==> src/rtl/ddr_port_arbiter.sv <==
// Two-requester arbiter for one MCB user command port: read priority, write FIFO gating.
// Optional starvation guard for the write path is built when ARB_STARVE_GUARD_EN is defined.
module ddr_port_arbiter #(
  parameter int ADDR_W       = 30,
  parameter int STARVE_LIMIT = 8
) (
  input  logic              clk,
  input  logic              reset,
  input  logic              mem_calib_done,
  input  logic              rd_req,
  input  logic [ADDR_W-1:0] rd_addr,
  input  logic [5:0]        rd_bl,
  output logic              rd_ack,
  input  logic              wr_req,
  input  logic [ADDR_W-1:0] wr_addr,
  input  logic [5:0]        wr_bl,
  output logic              wr_ack,
  input  logic [6:0]        wr_count,
  input  logic              cmd_full,
  output logic              cmd_en,
  output logic [2:0]        cmd_instr,
  output logic [5:0]        cmd_bl,
  output logic [ADDR_W-1:0] cmd_byte_addr,
  output logic              busy
);

  typedef enum logic [1:0] {
    WAIT_CAL = 2'd0,
    IDLE     = 2'd1,
    ISSUE    = 2'd2
  } state_t;

  localparam logic [2:0] INSTR_WR = 3'b000;
  localparam logic [2:0] INSTR_RD = 3'b001;

  if (STARVE_LIMIT < 1 || STARVE_LIMIT > 255) begin : g_bad_limit
    $error("STARVE_LIMIT must be in 1..255");
  end

  state_t     state;
  logic       owner_wr;
  logic       in_arb;
  logic [6:0] wr_need;
  logic       rd_elig;
  logic       wr_elig;
  logic       force_wr;
  logic       grant_rd;
  logic       grant_wr;

  // A write may only go once its whole burst already sits in the write FIFO.
  assign wr_need  = {1'b0, wr_bl} + 7'd1;
  assign rd_elig  = rd_req;
  assign wr_elig  = wr_req && (wr_count >= wr_need);
  assign in_arb   = (state == IDLE) && mem_calib_done;
  assign grant_rd = in_arb && rd_elig && !force_wr;
  assign grant_wr = in_arb && wr_elig && !grant_rd;

`ifdef ARB_STARVE_GUARD_EN
  localparam logic [7:0] LIMIT = 8'(STARVE_LIMIT);

  logic [7:0] starve_cnt;

  assign force_wr = wr_elig && (starve_cnt == LIMIT);

  always_ff @(posedge clk) begin
    if (reset) begin
      starve_cnt <= 8'd0;
    end else if (grant_wr) begin
      starve_cnt <= 8'd0;
    end else if (grant_rd && wr_elig && (starve_cnt != LIMIT)) begin
      starve_cnt <= starve_cnt + 8'd1;
    end
  end
`else
  assign force_wr = 1'b0;
`endif

  always_ff @(posedge clk) begin
    if (reset) begin
      state         <= WAIT_CAL;
      owner_wr      <= 1'b0;
      cmd_instr     <= INSTR_RD;
      cmd_bl        <= 6'd0;
      cmd_byte_addr <= '0;
    end else begin
      unique case (state)
        WAIT_CAL: begin
          if (mem_calib_done) state <= IDLE;
        end
        IDLE: begin
          unique case (1'b1)
            !mem_calib_done: state <= WAIT_CAL;
            grant_rd: begin
              state         <= ISSUE;
              owner_wr      <= 1'b0;
              cmd_instr     <= INSTR_RD;
              cmd_bl        <= rd_bl;
              cmd_byte_addr <= rd_addr;
            end
            grant_wr: begin
              state         <= ISSUE;
              owner_wr      <= 1'b1;
              cmd_instr     <= INSTR_WR;
              cmd_bl        <= wr_bl;
              cmd_byte_addr <= wr_addr;
            end
            default: state <= IDLE;
          endcase
        end
        ISSUE: begin
          if (!cmd_full) state <= IDLE;
        end
        default: state <= WAIT_CAL;
      endcase
    end
  end

  assign busy   = (state == ISSUE);
  assign cmd_en = busy && !cmd_full;
  assign rd_ack = cmd_en && !owner_wr;
  assign wr_ack = cmd_en && owner_wr;

endmodule

==> config.mk <==
export PLATFORM = sky130hd
export DESIGN_NAME = ddr_port_arbiter
export DESIGN_NICKNAME = d
export VERILOG_FILES = /design/src/rtl/ddr_port_arbiter.sv
export SDC_FILE = /design/constraint.sdc
export NUM_CORES = 1
export LEC_CHECK = 0
export ABC_CLOCK_PERIOD_IN_PS = 2600
export BUFFER_PORTS_ARGS = -buffer_cell sky130_fd_sc_hd__buf_2
export CAP_MARGIN = 20
export CORE_MARGIN = 2
export CORE_UTILIZATION = 44
export CTS_BUF_LIST = sky130_fd_sc_hd__clkbuf_8
export CTS_CLUSTER_DIAMETER = 120
export CTS_CLUSTER_SIZE = 8
export DETAILED_ROUTE_END_ITERATION = 12
export PLACE_DENSITY_LB_ADDON = 0.15
export REMOVE_ABC_BUFFERS = 1
export SLEW_MARGIN = 20
export SYNTH_ARGS = -nofsm -noshare
export SYNTH_HDL_FRONTEND = slang
export SYNTH_SLANG_ARGS = --single-unit
==> constraint.sdc <==
create_clock -name clk -period 2.6 [get_ports clk]
set_input_delay 0.13 -clock clk [delete_from_list [all_inputs] [get_ports clk]]
set_output_delay 0.13 -clock clk [all_outputs]
set_load 0.02 [all_outputs]
**After elaboration in Yosys (flattened, before gate mapping)**

Index checks and enable logic that the tools add are counted.
Widths: inputs -> output; s select.

- Register bits after elaboration: 42
- Input port bits: 85
- Output and inout port bits: 43
- Word-level logic and storage cells: 36

- Add/sub/neg operators: 1
- Order comparisons: 1
- Eq/ne operators: 4
- Multiplexer cells: 8
- Reduce and logical (&&, ||, !) cells: 17

Operators by type and width:

| cell | count |
|---|---|
| $pmux 30 s2 | 1 |
| $pmux 6 s2 | 1 |
| $logic_and 1x1->1 | 8 |
| $add 6x1->7 const B | 1 |
| $ge 7x7->1 | 1 |
| $pmux 2 s3 | 1 |
| $pmux 3 s2 | 1 |
| $logic_not 1->1 | 4 |
| $mux 2 | 2 |
| $ne 2x2->1 const B | 2 |
| $pmux 2 s2 | 1 |
| $reduce_and 2->1 | 2 |
| $eq 2x1->1 const B | 1 |
| $eq 2x2->1 const B | 1 |
| $logic_not 2->1 | 1 |
| $pmux 1 s2 | 1 |
| $reduce_bool 2->1 | 1 |
| $reduce_or 2->1 | 1 |

**Logic depth before layout (Yosys ltp)**

- Depth in word-level cells: 8
- Gate-level depth with buffers: 11
- Mapped depth without buffers: 9

**Least setup slack after synthesis**

OpenSTA, ideal clock, no wires.

- Path type: in2reg
- Start: input port wr_bl[0]
- End: register cmd_byte_addr[10]
- Library setup time: 0.119 ns
- Data arrival time: 2.019 ns
- Data required time: 2.481 ns
- Setup slack: 0.462 ns
- Cell stages on the path: 10
- Buffers on the path: 1
- Path through: ha_1 -> nand3_1 -> xor2_1 -> ha_1 -> a211oi_2 -> nor2_1 -> a2111oi_4 -> nor2_2 -> buf_6 -> o221a_1

- Longest elaborated chain between the ends: 7
- Elaborated cells on any way between the ends: 8
- Those cells by class: 1 x add/sub; 1 x order compare; 1 x mux; 5 x reduce/logical

Ends and longest elaborated chain:

| item | line | text |
|---|---|---|
| from (decl) | 16 | `input logic [5:0] wr_bl,` |
| $add 6x1->7 (*) | 51 | `assign wr_need = {1'b0, wr_bl} + 7'd1;` |
| $ge 7x7->1 (*) | 53 | `assign wr_elig = wr_req && (wr_count >= wr_need);` |
| $logic_and 1x1->1 (*) | 53 |  |
| $logic_and 1x1->1 (*) (2 in series) | 56 | `assign grant_wr = in_arb && wr_elig && !grant_rd;` |
| $reduce_bool 2->1 (no source line) | -- |  |
| $reduce_and 2->1 (no source line) | -- |  |
| to (signal assigned) | 98 | `cmd_byte_addr <= rd_addr;` |
| to (signal assigned) | 105 | `cmd_byte_addr <= wr_addr;` |
| to (decl) | 23 | `output logic [ADDR_W-1:0] cmd_byte_addr,` |

Every way passes the cells marked *; elsewhere a longest branch is shown, timed or not.
A chain may end at the register's enable or synchronous reset.

**Worst setup path after layout**

- Start: input port wr_bl[0]
- End: register cmd_byte_addr[14]

The elaborated chain is that of the path after synthesis.

==> impl_metrics.py <==
metrics = {
    "route": {
        "wirelength_um": 5290,
        "wl_per_cell_um": 13.26,
        "vias_per_cell": 5.293,
        "dr.pass1.iters": 6,
        "ant_nets": 0,
        "drt-initial-drc-count": 70,
        "vias": 2112,
        "remaining_drc_errors": 0,
    },
    "final_layout": {
        "fillers": 385,
        "post_layout_nonfiller_instances": 399,
        "antenna_cells": 0,
        "drive_above_1_share_pct": 40.92,
        "final_cell_mix": "buf_2 (125), nor2_1 (60), dfxtp_1 (40)",
        "mostFrequentLayoutCell": "buf_2",
        "area_delta_synth_final_pct": 36.12,
        "fin_util_pct": 63.34,
        "final_net_count": 439,
    },
    "placement": {
        "portBuffers": 125,
        "hpwl_um": 3976,
        "post-place-cells": 391,
        "gp_congestion": 0.8740,
    },
    "die": {
        "core.rowCount": 24,
        "core_um2": 4444,
        "fp.dieH_um": 72.56,
        "start_util_pct": 46.54,
        "die_area_um2": 5265,
        "io_pins": 128,
        "dieWidth_um": 72.56,
    },
    "cts": {
        "clock_latency_ns": 0.29,
        "cts.clk_slew.worst_paths_ns": 0.08,
        "clock_sinks": 40,
        "cts_made_buffers": 5,
        "cts.repair.resized": 0,
        "cts_tree": "built",
        "clock-root-buffer": "clkbuf_8",
        "htreeDepth": 2,
        "clk_path_buf_depth": 2,
        "postCtsSetupBuffers": 0,
        "ctsHoldBuffers": 0,
    },
    "timing": {
        "period_share_pct": 80.18,
        "slew_headroom_pct": 53.26,
        "setup_viol": 0,
        "hold_viol_final": 0,
        "fmax_mhz": 479.7,
        "worst_pin_slew_ns": 0.7011,
        "skew_ns": 0.006227,
        "layout_min_cycle_time_ns": 2.085,
        "rsz0062_at_grt": "false",
        "finalMaxSlewViolations": 0,
    },
    "worst_setup_path": {
        "critical_path.max_stage_delay_ns": 0.37,
        "r2r_cells": 5,
        "r2r_start": "state[1]",
        "cp.arrival_ns": 2.26,
        "critPathKind": "primary input to register",
        "crit_cells": 11,
        "reg2reg_to": "cmd_byte_addr[14]",
        "cp_cell_sequence": "buf_2 -> ha_1 -> nand3_1 -> xor2_1 -> ha_1 -> a211oi_2 -> nor2_1 -> a2111oi_4 -> nor2_2 -> buf_4 -> o221a_1",
        "cp_common_cell": "ha_1",
        "crit_start": "wr_bl[0]",
        "end_kind": "register",
        "r2r_slack_ns": 0.72,
        "critPathBufInv": 2,
        "cp-start-kind": "primary input",
        "worstPathMaxFanout": 30,
        "crit_family": "compound AO/OA/AOI/OAI gates",
        "critPathSlowestCell": "a2111oi_4",
        "endpoint": "cmd_byte_addr[14]",
        "cp.required_ns": 2.78,
    },
    "logic_synthesis": {
        "synthArstFlopShare_pct": 0,
        "syn_area_um2": 2068,
        "synth_cells": 228,
        "synth_seq_area_share_pct": 38.72,
        "syn_area_per_cell_um2": 9.071,
        "ys_ff_latch": 40,
        "synth_ff_type": "dfxtp_1",
        "synth_cell_types": 34,
        "yosysWarnings": 0,
        "synth_edf_count": 0,
    },
    "job": {
        "maxCapViolations": 0,
    },
    "global_route": {
        "grt_pass1_vias": 2022,
        "grt_usage_pct": 20.78,
        "grt_overflow_total": 0,
        "grt_first_pass_wirelength_um": 8742,
        "antenna_found_initial": 0,
        "grt_max_degree": 40,
    },
    "run_status": {
        "status": "complete, no violations",
    },
    "pwr": {
        "p_total_uw": 1467,
        "power_density_nw_per_um2": 521.3,
        "peakVddDrop_mv": 0.2745,
        "p_leak_uw": 0.001383,
    },
    "min_path": {
        "min_path_type": "primary input to register",
    },
}
==> metrics by stage <==
step | hold WS [ns] | setup TNS, ns | cell area, um2 | setup slack (ns)
global route | 0.08328 | 0 | 2815 | 0.4090
CTS | 0.08338 | 0 | 2815 | 0.5215
floorplan | 0.1991 | -2.017 | 1953 | -0.06956
detailed placement | 0.3944 | 0 | 2694 | 0.2352
finish | 0.09302 | 0 | 2815 | 0.5153
global placement | 0.3881 | 0 | 2694 | 0.2717
==> kinds of logic (layout without fill, tap and decap cells) <==
kind of cell / Yosys count / count (layout) / share of synthesized area [%]
and+or+nand+nor: 89 / 89 / 20.33
xor gates and xnor gates: 4 / 4 / 1.694
AOI/OAI and AO/OA: 61 / 61 / 27.59
DFF: 40 / 40 / 38.72
other: 1 / 2 / 0.1813
adders and majority gates: 8 / 8 / 4.840
buffers and inverters: 25 / 143 / 6.654
==> worst min path at each step <==
stage | cells after the start | from | to | slack (ns)
3_5_place_dp | 2 | wr_addr[17] | cmd_byte_addr[17] | 0.39
6_report | 2 | wr_addr[29] | cmd_byte_addr[29] | 0.09
2_1_floorplan | 1 | reset | cmd_bl[1] | 0.20
4_1_cts | 2 | wr_addr[29] | cmd_byte_addr[29] | 0.08
3_3_place_gp | 2 | wr_addr[12] | cmd_byte_addr[12] | 0.39
5_1_grt | 2 | wr_addr[29] | cmd_byte_addr[29] | 0.08
==> area by class of cell <==
class                   count  area [um2]  area share [%]
multi-input cells         164        1134           40.27
clock inverters             2       38.79           1.378
inverters                   5       18.77          0.6667
flip-flops and latches     40       800.8           28.44
repair buffers            130       675.6           24.00
clock buffers               6       82.58           2.933
well taps                  52       65.06           2.311
==> synth_stat cells, types with 4 or more instances <==
library cell  count  area [um2]
a21oi_1           7       35.03
a22oi_1           6       45.04
and4b_1           6       60.06
buf_2             5       25.02
buf_4             4       30.03
clkbuf_1          8       30.03
dfxtp_1          40       800.8
ha_1              8       100.1
inv_1             5       18.77
nand3_1           5       25.02
nor2_1           60       225.2
nor2b_1           4       25.02
o21ai_0           8       40.04
o221a_1          29       326.6
==> metal layers <==
layer	track usage (%)	routed length, um
met4	7.613	84
met5	0	0
met3	4.167	376
met2	35.25	2520
met1	26.01	2309
==> power by group <==
part / switching, uW / internal (uW) / total, uW
clock: 214 / 314 / 528
sequential: 15.3 / 642 / 657
combinational: 153 / 129 / 282
==> state kept, by name (all words and copies together) (netlist names) <==
register       count
cmd_byte_addr     30
cmd_bl             6
state              2
cmd_instr          1
owner_wr           1
==> worst register-to-register path, delay by kind of cell (launching register included) <==
family                 cells  cell delay (ns)
flip-flops                 1             0.35
AO/OA/AOI/OAI              2             0.52
buffers and inverters      1             0.32
AND/OR/NAND/NOR            2             0.63
Power figures use the tool's default switching activity.
